## config.mk

```make
export PLATFORM = sky130hd
export DESIGN_NAME = fb_access_arbiter
export DESIGN_NICKNAME = d
export VERILOG_FILES = /design/src/rtl/fb_access_arbiter.sv
export SDC_FILE = /design/constraint.sdc
export NUM_CORES = 1
export LEC_CHECK = 0
export BUFFER_PORTS_ARGS = -buffer_cell sky130_fd_sc_hd__buf_2
export CAP_MARGIN = 20
export CORE_ASPECT_RATIO = 1.25
export CORE_MARGIN = 1
export CORE_UTILIZATION = 43
export DETAILED_ROUTE_END_ITERATION = 8
export GPL_TIMING_DRIVEN = 0
export PLACE_DENSITY = 0.77
export RECOVER_POWER = 50
export SYNTH_ARGS = -nofsm -noshare
export SYNTH_HDL_FRONTEND = slang
export SYNTH_SLANG_ARGS = --single-unit
```

## constraint.sdc

```tcl
create_clock -name clk -period 2.6 [get_ports clk]
set_clock_uncertainty 0.1 [all_clocks]
set_input_delay 0.26 -clock clk [delete_from_list [all_inputs] [get_ports clk]]
set_output_delay 0.26 -clock clk [all_outputs]
set_load 0.02 [all_outputs]
```

## src/rtl/fb_access_arbiter.sv

```systemverilog
// fb_access_arbiter: shares the frame-buffer BRAM port between display fetch and client write/read ports; FB_ARB_STATS_EN adds a stall counter
module fb_access_arbiter #(
  parameter int ADDR_W = 17,
  parameter int DATA_W = 12,
  parameter int DEPTH  = 76800
) (
  input  logic              clk,
  input  logic              rst,
  input  logic              disp_valid,
  input  logic [ADDR_W-1:0] disp_addr,
  output logic [DATA_W-1:0] disp_pixel,
  output logic              disp_pixel_valid,
  input  logic              wr_req,
  input  logic [ADDR_W-1:0] wr_addr,
  input  logic [DATA_W-1:0] wr_data,
  output logic              wr_ack,
  input  logic              rd_req,
  input  logic [ADDR_W-1:0] rd_addr,
  output logic [DATA_W-1:0] rd_data,
  output logic              rd_ack,
  output logic              err,
  output logic              mem_en,
  output logic              mem_we,
  output logic [ADDR_W-1:0] mem_addr,
  output logic [DATA_W-1:0] mem_din,
  input  logic [DATA_W-1:0] mem_dout
`ifdef FB_ARB_STATS_EN
  ,output logic [15:0]      stall_cnt
`endif
);
  typedef enum logic [2:0] {IDLE, WR, RD_ISSUE, RD_WAIT, RD_DONE, COOL} state_t;
  localparam logic [ADDR_W:0] LIMIT = (ADDR_W+1)'(DEPTH);
  state_t state_q, state_d;
  logic rr_q, rr_d;
  logic oor_q, oor_d;
  logic dv1_q, dv1_d, dv2_q, dv2_d;
  logic mem_en_q, mem_en_d, mem_we_q, mem_we_d;
  logic [ADDR_W-1:0] mem_addr_q, mem_addr_d;
  logic [DATA_W-1:0] mem_din_q, mem_din_d;
  logic wr_ack_q, wr_ack_d, rd_ack_q, rd_ack_d, err_q, err_d;
  logic [DATA_W-1:0] rd_data_q, rd_data_d;
  logic [DATA_W-1:0] disp_pixel_q, disp_pixel_d;
  logic disp_pixel_valid_q, disp_pixel_valid_d;
  logic wr_oor, rd_oor, gnt_wr, gnt_rd;
`ifdef FB_ARB_STATS_EN
  logic [15:0] stall_cnt_q, stall_cnt_d;
`endif
  // Grant decision (blanking + idle only, rr_q=1 favours read on a tie), next state and next registered outputs
  always_comb begin
    wr_oor = {1'b0, wr_addr} >= LIMIT;
    rd_oor = {1'b0, rd_addr} >= LIMIT;
    gnt_wr = state_q == IDLE && !disp_valid && wr_req && (!rd_req || !rr_q);
    gnt_rd = state_q == IDLE && !disp_valid && rd_req && (!wr_req || rr_q);
    state_d = gnt_wr ? WR :
              gnt_rd ? RD_ISSUE :
              state_q == WR ? COOL :
              state_q == RD_ISSUE ? RD_WAIT :
              state_q == RD_WAIT ? RD_DONE :
              state_q == RD_DONE ? COOL :
              state_q == COOL ? IDLE : state_q;
    rr_d = gnt_wr ? 1'b1 : gnt_rd ? 1'b0 : rr_q;
    oor_d = gnt_rd ? rd_oor : oor_q;
    mem_en_d = disp_valid || (gnt_wr && !wr_oor) || (gnt_rd && !rd_oor);
    mem_we_d = gnt_wr && !wr_oor;
    mem_addr_d = !mem_en_d ? '0 : gnt_wr ? wr_addr : gnt_rd ? rd_addr : disp_addr;
    mem_din_d = mem_we_d ? wr_data : '0;
    wr_ack_d = gnt_wr;
    rd_ack_d = state_q == RD_WAIT;
    err_d = (gnt_wr && wr_oor) || (state_q == RD_WAIT && oor_q);
    rd_data_d = state_q == RD_WAIT ? (oor_q ? '0 : mem_dout) : rd_data_q;
    dv1_d = disp_valid;
    dv2_d = dv1_q;
    disp_pixel_valid_d = dv2_q;
    disp_pixel_d = dv2_q ? mem_dout : '0;
`ifdef FB_ARB_STATS_EN
    stall_cnt_d = ((wr_req || rd_req) && !wr_ack_q && !rd_ack_q && disp_valid && stall_cnt_q != 16'hFFFF) ?
                  stall_cnt_q + 16'd1 : stall_cnt_q;
`endif
  end
  // State and output registers; reset abandons any in-flight client op
  always_ff @(posedge clk) begin
    if (rst) begin
      state_q <= IDLE;
      rr_q <= 1'b0;
      oor_q <= 1'b0;
      dv1_q <= 1'b0;
      dv2_q <= 1'b0;
      mem_en_q <= 1'b0;
      mem_we_q <= 1'b0;
      mem_addr_q <= '0;
      mem_din_q <= '0;
      wr_ack_q <= 1'b0;
      rd_ack_q <= 1'b0;
      err_q <= 1'b0;
      rd_data_q <= '0;
      disp_pixel_q <= '0;
      disp_pixel_valid_q <= 1'b0;
`ifdef FB_ARB_STATS_EN
      stall_cnt_q <= '0;
`endif
    end else begin
      state_q <= state_d;
      rr_q <= rr_d;
      oor_q <= oor_d;
      dv1_q <= dv1_d;
      dv2_q <= dv2_d;
      mem_en_q <= mem_en_d;
      mem_we_q <= mem_we_d;
      mem_addr_q <= mem_addr_d;
      mem_din_q <= mem_din_d;
      wr_ack_q <= wr_ack_d;
      rd_ack_q <= rd_ack_d;
      err_q <= err_d;
      rd_data_q <= rd_data_d;
      disp_pixel_q <= disp_pixel_d;
      disp_pixel_valid_q <= disp_pixel_valid_d;
`ifdef FB_ARB_STATS_EN
      stall_cnt_q <= stall_cnt_d;
`endif
    end
  end
  assign disp_pixel = disp_pixel_q;
  assign disp_pixel_valid = disp_pixel_valid_q;
  assign wr_ack = wr_ack_q;
  assign rd_ack = rd_ack_q;
  assign rd_data = rd_data_q;
  assign err = err_q;
  assign mem_en = mem_en_q;
  assign mem_we = mem_we_q;
  assign mem_addr = mem_addr_q;
  assign mem_din = mem_din_q;
`ifdef FB_ARB_STATS_EN
  assign stall_cnt = stall_cnt_q;
`endif
endmodule

```

After elaboration in Yosys (flattened, before gate mapping):

Index checks and enable logic that the tools add are counted.

* bits in registers: 66
* word-level logic and storage cells: 69

* order comparisons: 2
* eq/ne operators: 5
* mux-type cells: 12
* bitwise logic cells: 3
* reduce and logical (&&, ||, !) cells: 30

Operator list (count)
* >= comparator 17 bit, second input constant: 2
* two-way mux 17 bit: 2
* two-way mux 3 bit: 5
* two-way mux 12 bit: 1
* logical AND 1 bit: 9
* OR reduction 2 bit: 4
* nonzero test 7 bit: 1
* == test 3 x 2 -> 1 bit, second input constant: 2
* == test 3 bit, second input constant: 2
* zero test 1 bit: 6
* nonzero test 6 bit: 1
* logical OR 1 bit: 5
* nonzero test 5 bit: 1
* == test 3 x 1 -> 1 bit, second input constant: 1
* zero test 3 bit: 1
* two-way mux 1 bit: 3
* inverter 1 bit: 3
* OR reduction 3 bit: 1
* two-way mux 2 bit: 1
* nonzero test 2 bit: 1

Logic depth before layout (Yosys ltp):

* word-level depth: 9
* depth in mapped cells: 6

Worst setup path after synthesis:

Ideal clock, no wire load.

* kind: register to register
* start: register state_q[0]
* end: register mem_addr_q[10], in the netlist mem_addr[10]
* data arrival time: 1.663 ns
* required time: 2.421 ns
* path slack: 0.758 ns
* stages on the path, launching flop included: 6
* path buffers: 1
* cells stage by stage: dfxtp_1 -> or4_4 -> nor4_4 -> a32oi_4 -> buf_6 -> a211oi_2

* word-level cells in the longest chain between the ends: 9
* elaborated cells on any way between the ends: 14
* those cells by class: 2 x mux; 1 x bitwise; 11 x reduce/logical

Ends and longest elaborated chain
* start, declared: line 33 `state_t state_q, state_d;`
* start signal, assigned: line 102 `state_q <= state_d;`
* zero test 3 bit *: line 52, 53
* logical AND 1 bit *: line 52, 53
* logical AND 1 bit (2 in series): line 52 `gnt_wr = state_q == IDLE && !disp_valid && wr_req && (!rd_req || !rr_q);`
* logical AND 1 bit: line 63 `mem_en_d = disp_valid || (gnt_wr && !wr_oor) || (gnt_rd && !rd_oor);`
* logical OR 1 bit (2 in series): line 63
* inverter 1 bit (no source line)
* OR reduction 2 bit (no source line)
* end signal, assigned: line 109 `mem_addr_q <= mem_addr_d;`
* end, declared: line 38 `logic [ADDR_W-1:0] mem_addr_q, mem_addr_d;`

Every way passes the cells marked *; elsewhere a longest branch is shown, timed or not.
A chain may end at the register's enable or synchronous reset.

Worst setup path after layout:

* start: register state_q[0]
* end: register mem_addr_q[8], in the netlist mem_addr[8]

Same word-level chain as after synthesis.

==> metrics.yaml <==
cts_setup_buffers: 0
totalNegativeSetupSlack_ns: 0
first_pass_iters: 4
finalHoldViolCount: 0
io_pins: 139
synthSimpleGateAreaFrac_pct: 16.0
core_area_um2: 5480
relSlewSlack_pct: 47.0
die_h_um: 86.5
worstPathArrival_ns: 2.27
power_frac_seq_pct: 46.4
dieArea_um2: 6020
synth-seq-cells: 66
endpoint_kind: "register"
power.switching_w: 0.000776
synth_top_family_by_area: "compound AO/OA/AOI/OAI gates"
overflow: 0
rsz0062_at_grt: "false"
drt.antenna.violating_nets: 0
crit_path_start_kind: "register"
cts_root_buf: "clkbuf_8"
power.share.clock_pct: 30.0
whs_ns: 0.0448
path_clk_slew_ns: 0.07
wl_per_cell_um: 13.1
slew_viol_final: 0
r2r_setup_slack_ns: 0.48
synth_top_area_share_pct: 53.8
syn_area_per_cell_um2: 10.4
cts_buffer_depth: 2
synth_area_leader_cell: "dfxtp_1"
drive_above_1_share_pct: 28.7
powerDensity_nw_per_um2: 739
setup_viol: 0
maxCapViolCount: 0
rows: 30
ctsResizeCount: 0
sw_frac_of_total_pct: 31.6
grt_pass1_vias: 2239
fin_crit_ns: 2.12
syn_nets: 316
yosys_warnings: 0
antennaDiodeCount: 0
p_int_w: 0.00168
cts_buffers: 9
start_util_pct: 44.8
synthMuxAreaShare_pct: 0
routed_wl_um: 5950
hold_buffers: 0
synthAdderAreaFrac_pct: 0
clock_latency_ns: 0.33
num_vias: 2260
drt_drc_violations_left: 0
grt_pass1_wl_um: 9930
ir_drop_mv: 0.358
leakage_nw: 1.42
worstMarginPinSlew_ns: 0.787
die_x_um: 69.6
synth-xor-area-share_pct: 0.714
crit_required_ns: 2.75
synth_compound_area_share_pct: 26.0
hold_path_startpoint: "mem_dout[3]"
synth_cell_type_count: 34
critPathKind: "reg -> reg"
min_to: "disp_pixel[3]$_SDFF_PP0_"
max_stage_delay_ns: 0.61
crit_slowest_cell: "or4_4"
synth_area_leaders: "dfxtp_1 (54%), a211oi_1 (7.6%), o21bai_1 (4.9%), a22o_1 (4.3%), a211oi_2 (4.1%)"
status: "completed"
grt_util_all_layers_pct: 20.8
fmax_mhz: 471
min_path_cells: 2
synth-seq-area-share_pct: 53.8
post-route-period-util_pct: 81.6
syn_to_final_growth_pct: 35.3
clock-sinks: 66
syn-cell-area_um2: 2450
htree_levels: 3
cts_tree: "done"
dpl.hpwl_um: 4450
timing.rr.start: "state_q[0]$_SDFFE_PP0P_"
worstPathCellList: "or4_4 -> nor4_4 -> a32oi_4 -> buf_6 -> a211oi_2"
grt_max_degree: 11
combPwrFrac_pct: 23.6
r2r-end: "mem_addr[8]$_SDFF_PP0_"
place_congestion: 0.814
viasPerCell: 4.98
drtIter0Drc: 35
synthCells: 236
worstPathMaxFanout: 10
rr_worst_depth: 5
hp-class: "in -> reg"
antenna_found_initial: 0
final_nets: 465
io_buffers: 138
==> final cells by class <==
type	count	area, um2
Fill cell	507	2160
Sequential cell	66	1320
Multi-Input combinational cell	150	1050
Timing Repair Buffer	138	622
Clock buffer	14	153
Tap cell	64	80.1
Buffer	16	70.1
Inverter	4	15.0
Clock inverter	2	12.5
==> critical path, delay by kind of cell (launching register included) <==
kind / cells / cell delay (ns)
AO/OA/AOI/OAI: 2 / 0.34
buffers and inverters: 1 / 0.21
flip-flops: 1 / 0.36
AND/OR/NAND/NOR: 2 / 1.03
==> registers in the layout, summed over array words and instances, names as in the netlist, 3 cells and up <==
| signal | cells |
|---|---|
| disp_pixel | 12 |
| mem_addr | 17 |
| mem_din | 12 |
| rd_data | 12 |
| state_q | 3 |
==> Yosys cell counts <==
master	number
clkinv_1	1
nor4_1	1
o21ai_0	5
nand2_1	5
a211oi_1	25
a211o_1	2
and2_1	15
a31o_2	1
buf_6	1
dfxtp_1	66
nor2_2	1
a21o_1	2
a32oi_4	1
inv_1	3
a21oi_1	5
o31ai_1	1
buf_2	2
and3_1	14
or2_2	1
or4_4	1
buf_1	1
a211oi_2	8
nand3_1	2
a22o_1	12
nor4_4	1
nand3b_1	1
nor2_1	20
xnor2_1	2
clkbuf_1	12
o21bai_1	16
or3_1	1
nor3_1	2
nand2b_1	1
nor2b_1	4
==> through the flow <==
step,utilization (%),setup slack (ns),cell area [um2],total power (W),cells
6_report,60.6,0.479,3320,0.00246,454
5_1_grt,60.6,0.277,3320,0.00259,454
4_1_cts,61.9,0.464,3390,0.00249,454
3_5_place_dp,58.9,0.480,3230,0.00175,438
3_3_place_gp,58.9,0.517,3230,0.00174,438
2_1_floorplan,-,0.758,2450,0.00155,236
==> layout by cell type (no fill, tap or decap), drive strengths merged <==
cell type  instances
a211o              2
a211oi            33
a21o               2
a21oi              5
a22o              12
a31o               1
a32oi              1
and2              15
and3              14
buf               87
clkbuf            81
clkinv             2
clkinvlp           1
dfxtp             66
inv                3
nand2              5
nand2b             1
nand3              2
nand3b             1
nor2              21
nor2b              4
nor3               2
nor4               2
o21ai              5
o21bai            16
o31ai              1
or2                1
or3                1
or4                1
xnor2              2
==> routing by layer <==
| metal | vias to the layer above | share of wire [%] | track usage [%] |
|---|---|---|---|
| met5 | - | 0 | 0 |
| met4 | 0 | 1.4 | 8.53 |
| met3 | 9 | 6.4 | 6.16 |
| met2 | 93 | 50 | 37.9 |
| met1 | 1004 | 42 | 22.5 |
| li1 | 1154 | - | - |
==> power groups by stage <==
stage	Combinational, W	Sequential, W	Clock [W]
floorplan	0.000316	0.00123	0
global placement	0.000584	0.00116	0
detailed placement	0.000595	0.00116	0
CTS	0.000597	0.00114	0.000758
global route	0.000639	0.00115	0.000804
finish	0.000578	0.00114	0.000737
==> how the worst max path moves through the flow <==
| stage | from | end | slack [ns] |
|---|---|---|---|
| final | state_q[0]$_SDFFE_PP0P_ | mem_addr[8]$_SDFF_PP0_ | 0.48 |
| after global placement | state_q[0]$_SDFFE_PP0P_ | mem_addr[12]$_SDFF_PP0_ | 0.52 |
| after floorplan | state_q[0]$_SDFFE_PP0P_ | mem_addr[10]$_SDFF_PP0_ | 0.76 |
| after detailed placement | state_q[0]$_SDFFE_PP0P_ | mem_addr[8]$_SDFF_PP0_ | 0.48 |
| after CTS | state_q[0]$_SDFFE_PP0P_ | mem_addr[8]$_SDFF_PP0_ | 0.46 |
| after global routing | state_q[0]$_SDFFE_PP0P_ | mem_addr[7]$_SDFF_PP0_ | 0.28 |
==> logic make-up after synthesis <==
| kind of cell | Yosys count |
|---|---|
| buf+inv | 20 |
| flops | 66 |
| simple gates | 70 |
| compound gates | 78 |
| xor+xnor | 2 |
(Power assumes the default switching activity.)
